`config.mk`:
```
export PLATFORM = sky130hd
export DESIGN_NAME = pwm_medidor_flat
export DESIGN_NICKNAME = d
export VERILOG_FILES = /design/src/rtl/pwm_medidor_pkg.sv /design/src/rtl/pwm_medidor_if.sv /design/src/rtl/pwm_medidor_sync_flanco.sv /design/src/rtl/pwm_medidor.sv /design/src/flat_wrapper.sv
export SDC_FILE = /design/constraint.sdc
export NUM_CORES = 1
export LEC_CHECK = 0
export ABC_CLOCK_PERIOD_IN_PS = 3400
export CAP_MARGIN = 20
export CORE_UTILIZATION = 55
export CTS_BUF_LIST = sky130_fd_sc_hd__clkbuf_4
export DETAILED_ROUTE_END_ITERATION = 7
export PLACE_DENSITY = 0.76
export SYNTH_ARGS = -nofsm -noshare
export SYNTH_HDL_FRONTEND = slang
export SYNTH_SLANG_ARGS = --single-unit
```
`constraint.sdc`:
```
create_clock -name clk -period 3.4 [get_ports clk]
set_input_delay 0.34 -clock clk [delete_from_list [all_inputs] [get_ports clk]]
set_output_delay 0.34 -clock clk [all_outputs]
set_load 0.005 [all_outputs]
```
`src/rtl/pwm_medidor_pkg.sv`:
```
// Shared definitions for the PWM measurement block (and its pwm_basico
// counterpart): default resolution, FSM state encoding and counter width.
package pwm_medidor_pkg;

  localparam int R_DEF    = 8;
  localparam int SYNC_DEF = 2;

  typedef enum logic [1:0] {
    S_ESPERA = 2'd0,  // no rising edge seen yet, nothing being measured
    S_ALTO   = 2'd1,  // counting the high phase
    S_BAJO   = 2'd2   // counting the low phase
  } estado_t;

  // Counter width: must hold the timeout value 2**(R+1).
  function automatic int cw_de(input int r);
    return r + 2;
  endfunction

endpackage

```
`src/rtl/pwm_medidor_if.sv`:
```
// Bus between the PWM line / measurement consumer and pwm_medidor.
//   pwm_in    : asynchronous PWM line
//   ciclo     : measured high count, saturated to 2**R-1
//   periodo   : high+low count of the last full period
//   valido    : one-cycle pulse when ciclo/periodo/estancado update
//   estancado : line stuck (no edge for TIMEOUT clocks)
// master = the measurer, slave = whoever drives the line and reads results.
interface pwm_medidor_if import pwm_medidor_pkg::*; #(parameter int R = R_DEF);

  localparam int CW = cw_de(R);

  logic          pwm_in;
  logic [R-1:0]  ciclo;
  logic [CW-1:0] periodo;
  logic          valido;
  logic          estancado;

  modport master (input pwm_in, output ciclo, periodo, valido, estancado);
  modport slave  (output pwm_in, input ciclo, periodo, valido, estancado);

endinterface

```
`src/rtl/pwm_medidor_sync_flanco.sv`:
```
// Synchroniser and edge detector for the incoming PWM line.
//   clk, reset : system clock, synchronous active-high reset
//   pwm_in     : asynchronous input
//   s          : synchronised level, aligned with sube/baja
//   sube, baja : registered one-cycle rising / falling edge flags
module pwm_medidor_sync_flanco #(
  parameter int SYNC = 2
) (
  input  logic clk,
  input  logic reset,
  input  logic pwm_in,
  output logic s,
  output logic sube,
  output logic baja
);

  logic [SYNC-1:0] cadena;
  logic            s_d;

  // Edge flags are registered; s is the delayed level so that in any cycle
  // s is the level that sube/baja describe the transition into.
  always_ff @(posedge clk) begin
    if (reset) begin
      cadena <= '0;
      s_d    <= 1'b0;
      sube   <= 1'b0;
      baja   <= 1'b0;
    end else begin
      cadena <= {cadena[SYNC-2:0], pwm_in};
      s_d    <= cadena[SYNC-1];
      sube   <= cadena[SYNC-1] & ~s_d;
      baja   <= ~cadena[SYNC-1] & s_d;
    end
  end

  assign s = s_d;

endmodule

```
`src/rtl/pwm_medidor.sv`:
```
// PWM measurer: recovers duty (high count) and period length of an incoming
// PWM waveform and flags a stuck line.
//   clk, reset : system clock, synchronous active-high reset
//   bus        : pwm_medidor_if master (pwm_in in; ciclo, periodo, valido,
//                estancado out)
module pwm_medidor import pwm_medidor_pkg::*; #(
  parameter int R       = R_DEF,
  parameter int SYNC    = SYNC_DEF,
  parameter int TIMEOUT = 2**(R+1)
) (
  input  logic           clk,
  input  logic           reset,
  pwm_medidor_if.master  bus
);

  localparam int            CW    = cw_de(R);
  localparam logic [CW-1:0] T_ULT = CW'(TIMEOUT - 1);
  localparam logic [CW-1:0] T_FIN = CW'(TIMEOUT);
  localparam logic [CW-1:0] MAXC  = CW'(2**R - 1);

  logic          s, sube, baja;
  estado_t       estado;
  logic [CW-1:0] hcnt, lcnt, idle;
  logic          flanco, tmo;

  pwm_medidor_sync_flanco #(.SYNC(SYNC)) u_sync (
    .clk    (clk),
    .reset  (reset),
    .pwm_in (bus.pwm_in),
    .s      (s),
    .sube   (sube),
    .baja   (baja)
  );

  // An edge in the same cycle always beats the timeout.
  assign flanco = sube | baja;
  assign tmo    = (idle == T_ULT) && !flanco;

  always_ff @(posedge clk) begin
    if (reset) begin
      estado        <= S_ESPERA;
      hcnt          <= '0;
      lcnt          <= '0;
      idle          <= '0;
      bus.ciclo     <= '0;
      bus.periodo   <= '0;
      bus.valido    <= 1'b0;
      bus.estancado <= 1'b0;
    end else begin
      bus.valido <= 1'b0;
      // Idle counter parks at TIMEOUT so a long stuck line hits T_ULT once.
      if (flanco)            idle <= '0;
      else if (idle != T_FIN) idle <= idle + 1'b1;

      if (tmo) begin
        estado <= S_ESPERA;
        // Only the first timeout after a good publish is reported.
        if (!bus.estancado) begin
          bus.ciclo     <= {R{s}};
          bus.periodo   <= '0;
          bus.estancado <= 1'b1;
          bus.valido    <= 1'b1;
        end
      end else begin
        case (estado)
          S_ESPERA: if (sube) begin
            hcnt   <= CW'(1);
            lcnt   <= '0;
            estado <= S_ALTO;
          end
          S_ALTO: if (baja) begin
            lcnt   <= CW'(1);
            estado <= S_BAJO;
          end else begin
            hcnt <= hcnt + 1'b1;
          end
          S_BAJO: if (sube) begin
            bus.ciclo     <= (hcnt > MAXC) ? {R{1'b1}} : hcnt[R-1:0];
            bus.periodo   <= hcnt + lcnt;
            bus.estancado <= 1'b0;
            bus.valido    <= 1'b1;
            hcnt          <= CW'(1);
            lcnt          <= '0;
            estado        <= S_ALTO;
          end else begin
            lcnt <= lcnt + 1'b1;
          end
          default: estado <= S_ESPERA;
        endcase
      end
    end
  end

endmodule
```
`src/flat_wrapper.sv`:
```
// flat-port wrapper written by rule: the top's interface ports become plain ports
module pwm_medidor_flat import pwm_medidor_pkg::*;
#(
  parameter int R       = R_DEF,
  parameter int SYNC    = SYNC_DEF,
  parameter int TIMEOUT = 2**(R+1)
)
  (clk, reset, bus_pwm_in, bus_ciclo, bus_periodo, bus_valido, bus_estancado);
  pwm_medidor_if #(.R(R)) bus_i ();
  input  logic clk;
  input  logic reset;
  input wire logic [$bits(bus_i.pwm_in)-1:0] bus_pwm_in;
  output wire logic [$bits(bus_i.ciclo)-1:0] bus_ciclo;
  output wire logic [$bits(bus_i.periodo)-1:0] bus_periodo;
  output wire logic [$bits(bus_i.valido)-1:0] bus_valido;
  output wire logic [$bits(bus_i.estancado)-1:0] bus_estancado;
  assign bus_i.pwm_in = bus_pwm_in;
  assign bus_ciclo = bus_i.ciclo;
  assign bus_periodo = bus_i.periodo;
  assign bus_valido = bus_i.valido;
  assign bus_estancado = bus_i.estancado;
  pwm_medidor #(.R(R), .SYNC(SYNC), .TIMEOUT(TIMEOUT)) u_core (.clk(clk), .reset(reset), .bus(bus_i));
endmodule
```
==> results of run 1 <==
==> final cells by class <==
class	count	area, um2
fill	437	1810
multi-input combinational	269	1750
sequential	57	1140
timing repair buffer	23	228
tap	70	87.6
clock buffer	11	82.6
clock inverter	5	46.3
inverter	8	30.0
==> flip-flops by register name (all words and copies together), names as in the netlist <==
register              flops
u_core.u_sync.sube        1
u_core.u_sync.baja        1
u_core.bus.valido         1
u_core.bus.periodo       10
u_core.u_sync.s           1
u_core.idle              10
u_core.hcnt              10
u_core.lcnt              10
u_core.bus.estancado      1
u_core.u_sync.cadena      2
u_core.estado             2
u_core.bus.ciclo          8
==> how the worst max path moves through the flow <==
stage                                  endpoint  slack [ns]
after floorplan           u_core.bus.periodo[8]        1.50
after global placement    u_core.bus.periodo[8]        1.23
after detailed placement  u_core.bus.periodo[8]        1.19
after CTS                        u_core.hcnt[8]        1.24
after global routing             u_core.hcnt[7]         1.0
final                            u_core.hcnt[8]        1.24
==> report_power, final <==
group	leakage [nW]	internal, mW	total (mW)	switching (mW)
sequential	0.460	0.674	0.682	0.00815
combinational	0.727	0.0206	0.0534	0.0328
clock	0.0734	0.233	0.476	0.243
==> kinds of logic after synthesis <==
kind of cell | Yosys count | synth area share, %
multiplexers | 2 | 0.757
XOR/XNOR | 18 | 5.30
buffers and inverters | 19 | 2.86
flip-flops | 57 | 38.4
AO/OA/AOI/OAI | 79 | 16.8
adder cells (fa/ha/maj) | 19 | 8.24
AND/OR/NAND/NOR | 151 | 27.7
==> worst reg2reg max path: cells and delay by family, from the launching register on <==
family / cells / cell delay [ns]
compound gates: 1 / 0.17
buf+inv: 1 / 0.13
simple gates: 3 / 1.03
flops: 1 / 0.49
fa+ha+maj: 1 / 0.28
==> through the flow <==
step | setup WS, ns | area, um2 | std cells
after CTS | 1.24 | 3360 | 443
after global routing | 0.999 | 3360 | 443
after global placement | 1.23 | 3240 | 427
final | 1.24 | 3360 | 443
after floorplan | 1.50 | 2980 | 345
after detailed placement | 1.19 | 3240 | 427
==> metal layers <==
layer / up-vias / part of all wire [%] / global-route usage (%)
met5: - / 0 / 0
met4: 0 / 1.7 / 13.4
met3: 12 / 4.0 / 5.16
met2: 54 / 48 / 40.8
met1: 1206 / 46 / 30.7
li1: 1291 / - / -
==> layout by cell type, fill, tap and decap left out, drive strengths merged, types with 4 or more instances in the layout <==
cell	netlist	final
xnor2	7	7
and2	8	8
nor3	6	6
o21ai	20	20
or4	4	4
or3	6	6
a31oi	12	12
clkdlybuf4s50	0	22
nor2b	9	9
nand3	18	18
dfxtp	57	57
a21oi	24	24
xor2	11	11
and4	4	4
inv	8	8
clkinv	0	4
clkbuf	6	11
nand2	29	29
ha	18	18
and3	9	9
nand4	7	7
nor2	35	35
==> results.toml, run 1 <==
[outcome]
status = "complete, no violations"

[floorplanning]
fp.dieW_um = 75.6
num_io_pins = 23
rows = 26
die_y_um = 75.6
core_area_um2 = 5170
initial_core_util_pct = 57.5
fp.dieArea_um2 = 5710

[job]
max_cap_viol_count = 0

[global_route]
overflow = 0
grt_pass1_vias = 2381
antenna_found_initial = 0
grt_pass1_wl_um = 10600
grt_usage_pct = 24.9
grt_start_max_net_pins = 24

[sta]
rsz0062_at_grt = "false"
slew-limit-headroom_pct = 49.1
fin_crit_sh_pct = 63.4
post-route-min-period_ns = 2.16
tns_ns = 0
maxSlewViolCount = 0
setup_violations = 0
hold_viol = 0
fmax_mhz = 464
skew_ns = 0.0181
tightest_slew_ns = 0.762
hold_ws_ns = 0.421

[synthesis]
yosysMostFrequentCell = "dfxtp_1"
synth_area_leaders = "dfxtp_1, ha_1, nor2_1"
ys_warn_count = 0
synth_nets = 367
synth_top_cell_area_share_pct = 38.4
synth_cell_types = 61
syn_inst = 345
synthArstFlopShare_pct = 0
avgSynthCellArea_um2 = 8.62
synth_seq_area_share_pct = 38.4
ys.flop_type = "dfxtp_1"
synth_area_um2 = 2980
synth_top_cells_by_count = "dfxtp_1, nor2_1, nand2_1, a21oi_1, o21ai_0"
synth-edff-count = 0
yosysTopAreaCell = "dfxtp_1"
yosys_register_bits = 57

[drt]
vias = 2563
drt_iter0_drc = 137
routed_wl_um = 6340
vias_per_cell = 5.79
drtPass1Iterations = 4
avgRoutedWirePerCell_um = 14.3
route.detailed.drc = 0
ant_nets = 0

[worst_setup_path]
worstRegToRegCells = 6
startpoint = "u_core.estado[0]"
worstSetupEndpointType = "register"
worstPathArrival_ns = 2.49
critPathTopFamily = "simple AND/OR/NAND/NOR gates"
regToRegSetupSlack_ns = 1.24
critical_path.slowest_cell = "dfxtp_1"
path_buf_inv = 1
cp_max_fo = 7
cp.depth = 6
path_cells = "inv_1, ha_1, nor2_1, nand3_2, or4_1, a21oi_1"
rr_endpoint = "u_core.hcnt[8]"
cp-start-kind = "register"
required_ns = 3.73
max_stage_delay_ns = 0.49
reg2reg_from = "u_core.estado[0]"
path_class = "register to register"

[worst_hold_path]
hold_path_class = "register to register"
hold_path_startpoint = "u_core.u_sync.cadena[1]"
min_to = "u_core.u_sync.baja"
hold_depth = 1

[clock_tree]
cts.root.buffer_cell = "clkbuf_4"
worstSkewPairLatency_ns = 0.41
cts-resized-gates = 0
tritoncts = "built"
cts-htree-levels = 3
cts.path.max_buffers = 2
cts_hold_buf = 0
cts.sinks = 57
cts_buffers = 9
cts_setup_buffers = 0
path_clk_slew_ns = 0.09

[power_and_ir_drop]
p_per_area_nw_per_um2 = 360
p_leak_nw = 1.26
power.total_mw = 1.21
ir_drop_uv = 423

[layout]
drive_above_1_share_pct = 7.51
finalCoreUtilization_pct = 65.0
area_delta_synth_final_pct = 13.1
antenna_cells = 0
finalNetCount = 390

[placed_design]
dpl.hpwl_um = 4620
gp_congestion = 0.846
port_buffers = 22
No activity file was read; power rests on OpenSTA's default activity.
==> inputs of run 2 (changes only) <==
--- a/config.mk
+++ b/config.mk
@@ -5,12 +5,12 @@
 export SDC_FILE = /design/constraint.sdc
 export NUM_CORES = 1
 export LEC_CHECK = 0
-export ABC_CLOCK_PERIOD_IN_PS = 3400
+export ABC_CLOCK_PERIOD_IN_PS = 1800
 export CAP_MARGIN = 20
-export CORE_UTILIZATION = 55
+export CORE_UTILIZATION = 54
 export CTS_BUF_LIST = sky130_fd_sc_hd__clkbuf_4
 export DETAILED_ROUTE_END_ITERATION = 7
-export PLACE_DENSITY = 0.76
+export PLACE_DENSITY = 0.78
 export SYNTH_ARGS = -nofsm -noshare
 export SYNTH_HDL_FRONTEND = slang
 export SYNTH_SLANG_ARGS = --single-unit
==> constraint.sdc (replaced) <==
create_clock -name clk -period 1.8 [get_ports clk]
set_input_delay 0.18 -clock clk [delete_from_list [all_inputs] [get_ports clk]]
set_output_delay 0.18 -clock clk [all_outputs]
set_load 0.005 [all_outputs]
==> run 2 against run 1 <==
Die area up 1.8%. Via count increased by 7.3%. Core utilization up 6.9 points. Clock skew down 0.0076 ns. Global-route usage is 0.60 points higher. Fmax rose by 24%. Critical path depth is 1 higher.
==> results.toml, run 2 (synthesis results as in run 1) <==
[outcome]
status = "complete, no violations"

[clock_tree]
cts.sinks = 57
tritoncts = "built"
cts.root.buffer_cell = "clkbuf_4"
cts_hold_buf = 0
cts.path.max_buffers = 2
worstSkewPairLatency_ns = 0.41
path_clk_slew_ns = 0.09
cts_buffers = 9
cts-htree-levels = 3

[placed_design]
placedInstanceArea_um2 = 3470
gp_congestion = 0.909
numPlacedInstances = 454
port_buffers = 22
dpl.hpwl_um = 5010

[global_route]
grt_pass1_wl_um = 11700
grt_start_max_net_pins = 26
grt_pass1_vias = 2589
antenna_found_initial = 0
grt_usage_pct = 25.5
overflow = 0

[layout]
multiInputGateArea_um2 = 1840
antenna_cells = 0
finalNetCount = 422
final_common_cell = "dfxtp_1"
n_fill_cell = 410
drive_above_1_share_pct = 22.0
mostFrequentLayoutCells = "dfxtp_1, nor2_1, buf_4"
regArea_um2 = 1150
layoutNonFillerInstCount = 475
final_area_um2 = 3750
area_delta_synth_final_pct = 25.9

[power_and_ir_drop]
internal-power_mw = 1.80
p_leak_nw = 1.44
switching_share_pct = 23.2
p_sw_mw = 0.545
power_frac_seq_pct = 54.6
ir_drop_uv = 534
p_per_area_nw_per_um2 = 626
pwr-share-comb_pct = 6.3
pwr-share-clk_pct = 39.1

[drt]
ant_nets = 0
vias = 2751
drt_iter0_drc = 199
avgRoutedWirePerCell_um = 14.8
routed_wl_um = 7020
route.detailed.drc = 0
drtPass1Iterations = 6
vias_per_cell = 5.79

[sta]
slew-limit-headroom_pct = 73.6
hold_viol = 0
tightest_slew_ns = 0.396
post-route-min-period_ns = 1.74
skew_ns = 0.0105
hold_ws_ns = 0.326
fmax_mhz = 576
fin_crit_sh_pct = 96.5
maxSlewViolCount = 0
setup_violations = 0
rsz0062_at_grt = "true"

[floorplanning]
fp.dieW_um = 76.2
die_y_um = 76.2
fp.dieArea_um2 = 5810
initial_core_util_pct = 57.2
core_area_um2 = 5200
rows = 26
num_io_pins = 23

[worst_setup_path]
worstPathArrival_ns = 2.09
worstSetupEndpointType = "register"
required_ns = 2.15
cp-start-kind = "register"
cp_max_fo = 2
path_class = "register to register"

[worst_hold_path]
hold_path_class = "primary input to register"

[job]
max_cap_viol_count = 0
-- run 2: cell count changes in the layout (fill, tap and decap cells not counted), sizes merged --
cell    change
buf        +32
clkbuf      +1
clkinv      -1
-- run 2: power groups by stage --
stage                     logic [mW]  registers (mW)  clock network [mW]
after floorplan               0.0795            1.31                   0
final                          0.147            1.28               0.917
after global placement         0.132            1.31                   0
after global routing           0.164            1.28               0.992
after CTS                      0.137            1.28               0.936
after detailed placement       0.135            1.31                   0
-- run 2: path summary, 6_finish.rpt --
check | start | to | slack, ns | depth (start not counted)
hold reg to reg | u_core.u_sync.s | u_core.u_sync.sube | 0.44 | 1
setup / recovery | u_core.lcnt[0] | u_core.bus.periodo[8] | 0.06 | 7
setup reg to reg | u_core.lcnt[0] | u_core.bus.periodo[8] | 0.06 | 7
hold / removal | bus_pwm_in | u_core.u_sync.cadena[0] | 0.33 | 2
-- run 2: area by class of cell --
| class | count | area share (%) |
|---|---|---|
| clock buffers | 12 | 2.40 |
| inverters | 8 | 0.802 |
| repair buffers | 55 | 13.3 |
| flip-flops and latches | 57 | 30.8 |
| well taps | 70 | 2.34 |
| clock inverters | 4 | 1.17 |
| multi-input cells | 269 | 49.2 |
-- run 2: metrics by stage --
stage	TNS, ns	setup slack (ns)	total power, mW	util [%]
after floorplan	-0.0108	-0.0108	1.39	-
after global placement	-0.0111	-0.0111	1.44	66.7
after detailed placement	-0.0456	-0.0456	1.45	66.7
after CTS	0	0.0000839	2.35	69.6
after global routing	-0.234	-0.0304	2.44	72.0
final	0	0.0630	2.34	72.0
-- run 2: what timing repair did --
| item | CTS | global route |
|---|---|---|
| gates cloned | 0 | 0 |
| setup endpoints to repair | 2 | 25 |
| buffers inserted | 1 | 4 |
| resized for setup | 6 | 26 |
| pin swaps | 3 | 8 |
-- run 2: critical path, cell delays in order (launching register included) --
cell and delay, ns:
dfxtp_2 0.35, ha_4 0.16, fa_2 0.36, a21oi_4 0.15
o21ai_2 0.08, a31oi_1 0.18, mux2_2 0.35, nand2_1 0.05
-- run 2: metal layers --
layer,track usage (%),up-vias,share of wire [%]
met1,31.0,1308,44
met3,5.99,16,4.2
met4,13.3,0,2.6
met2,41.7,68,49
met5,0,-,0
li1,-,1359,-
==> inputs of run 3 (changes only) <==
--- a/config.mk
+++ b/config.mk
@@ -7,6 +7,7 @@
 export LEC_CHECK = 0
 export ABC_CLOCK_PERIOD_IN_PS = 1800
 export CAP_MARGIN = 20
+export CORE_MARGIN = 2
 export CORE_UTILIZATION = 54
 export CTS_BUF_LIST = sky130_fd_sc_hd__clkbuf_4
 export DETAILED_ROUTE_END_ITERATION = 7
==> run 3 against run 2 <==
The run now ends with negative setup slack left. Sequential power hardly changed. Core utilization shrank 3.5 points. Sequential cell count unchanged. Clock skew up 0.0043 ns. Critical path depth is the same. Clock power shrank 21%. Die area increased by 5.3%. Non-clock buffer count grew 2. Combinational power about the same. Fmax decreased by 4.6%. Critical path type unchanged.
==> results.toml, run 3 (synthesis results as in run 1) <==
[outcome]
status = "finished, violations left"
failed_checks = "negative setup slack"

[sta]
slew-limit-headroom_pct = 72.6
setup_violations = 1
fin_ws_ns = -0.0202
rsz0062_at_grt = "true"
post-route-min-period_ns = 1.82
fin_crit_sh_pct = 101
tns_ns = -0.0202
tightest_slew_ns = 0.400
hold_viol = 0
skew_ns = 0.0148
fmax_mhz = 549
hold_ws_ns = 0.328
maxSlewViolCount = 0

[floorplanning]
initial_core_util_pct = 55.0
fp.dieArea_um2 = 6120
rows = 27
fp.dieW_um = 78.2
num_io_pins = 23
core_area_um2 = 5410
die_y_um = 78.2

[layout]
drive_above_1_share_pct = 20.7
final_common_cell = "dfxtp_1"
finalCoreUtilization_pct = 68.4
layoutNonFillerInstCount = 478
area_delta_synth_final_pct = 24.3
mostFrequentLayoutCells = "dfxtp_1, buf_4, nor2_1"
antenna_cells = 0
finalNetCount = 424

[clock_tree]
worstSkewPairLatency_ns = 0.41
cts.root.buffer_cell = "clkbuf_4"
tritoncts = "built"
cts.sinks = 57
path_clk_slew_ns = 0.10
cts_hold_buf = 0
cts.path.max_buffers = 2
cts-htree-levels = 3
cts_buffers = 9

[worst_setup_path]
path_buf_inv = 0
critical_path.slowest_cell = "fa_2"
rr_endpoint = "u_core.bus.periodo[8]"
cp-start-kind = "register"
path_cells = "ha_4, fa_2, a21oi_4, o21ai_2, a31oi_1, mux2_2, nand2_1"
path_class = "register to register"
cp_max_fo = 2
regToRegSetupSlack_ns = -0.02
worstRegToRegCells = 7
max_stage_delay_ns = 0.42
worstSetupEndpointType = "register"
worstPathArrival_ns = 2.18
required_ns = 2.16
critPathTopFamily = "adder cells"
reg2reg_from = "u_core.hcnt[0]"

[global_route]
grt_pass1_vias = 2648
overflow = 0
antenna_found_initial = 0
grt_start_max_net_pins = 20
grt_pass1_wl_um = 11700
grt_usage_pct = 24.3

[drt]
ant_nets = 0
drt_iter0_drc = 130
vias = 2781
vias_per_cell = 5.82
drtPass1Iterations = 5
route.detailed.drc = 0
routed_wl_um = 7080
avgRoutedWirePerCell_um = 14.8

[worst_hold_path]
hold_path_class = "primary input to register"
hold_path_startpoint = "bus_pwm_in"
min_to = "u_core.u_sync.cadena[0]"
hold_depth = 2

[placed_design]
gp_congestion = 0.965
port_buffers = 22
numPlacedInstances = 458
dpl.hpwl_um = 5030

[power_and_ir_drop]
ir_drop_uv = 450
p_per_area_nw_per_um2 = 584
power.total_mw = 2.16
p_leak_nw = 1.42

[job]
max_cap_viol_count = 0
[run 3: worst max path at each step]
stage | start | endpoint | slack, ns | cells past startpoint
5_1_grt | u_core.hcnt[0] | u_core.bus.periodo[8] | -0.13 | 7
6_report | u_core.hcnt[0] | u_core.bus.periodo[8] | -0.02 | 7
4_1_cts | u_core.lcnt[0] | u_core.bus.periodo[8] | 0.001 | 7
3_3_place_gp | u_core.lcnt[0] | u_core.bus.periodo[8] | -0.02 | 7
3_5_place_dp | u_core.lcnt[0] | u_core.bus.periodo[8] | -0.09 | 7
2_1_floorplan | u_core.hcnt[0] | u_core.bus.periodo[8] | -0.01 | 7
[run 3: cell type report]
class,count,area (um2)
multi-input combinational,269,1840
fill,443,1710
sequential,57,1150
timing repair buffer,57,495
tap,72,90.1
clock buffer,9,67.6
inverter,8,30.0
clock inverter,6,26.3
[run 3: stage by stage]
stage | instance area (um2) | setup slack [ns]
finish | 3700 | -0.0202
detailed placement | 3480 | -0.0899
global placement | 3480 | -0.0231
floorplan | 2980 | -0.0108
CTS | 3600 | 0.000956
global route | 3700 | -0.133
[run 3: metal layers]
layer	vias to the layer above	global-route usage, %	part of all wire [%]
li1	1364	-	-
met1	1305	28.8	43
met2	91	41.3	48
met3	21	6.32	6.0
met4	0	11.2	2.9
met5	-	0	0
[run 3: timing repair]
| action | CTS | global route |
|---|---|---|
| setup endpoints to repair | 3 | 25 |
| setup buffers | 3 | 2 |
| pin swaps | 4 | 8 |
| resized for setup | 3 | 23 |
[run 3: worst reg2reg max path, delay by kind of cell (launching register included)]
family                   cells  cell delay [ns]
adder cells (fa/ha/maj)      2             0.59
AND/OR/NAND/NOR              1             0.05
multiplexers                 1             0.35
flip-flops                   1             0.35
AO/OA/AOI/OAI                3             0.43
[run 3: power by group]
group          leakage, nW  switching, mW  internal, mW
Clock               0.0578          0.473         0.255
Combinational        0.897         0.0793        0.0665
Sequential           0.463         0.0111          1.27
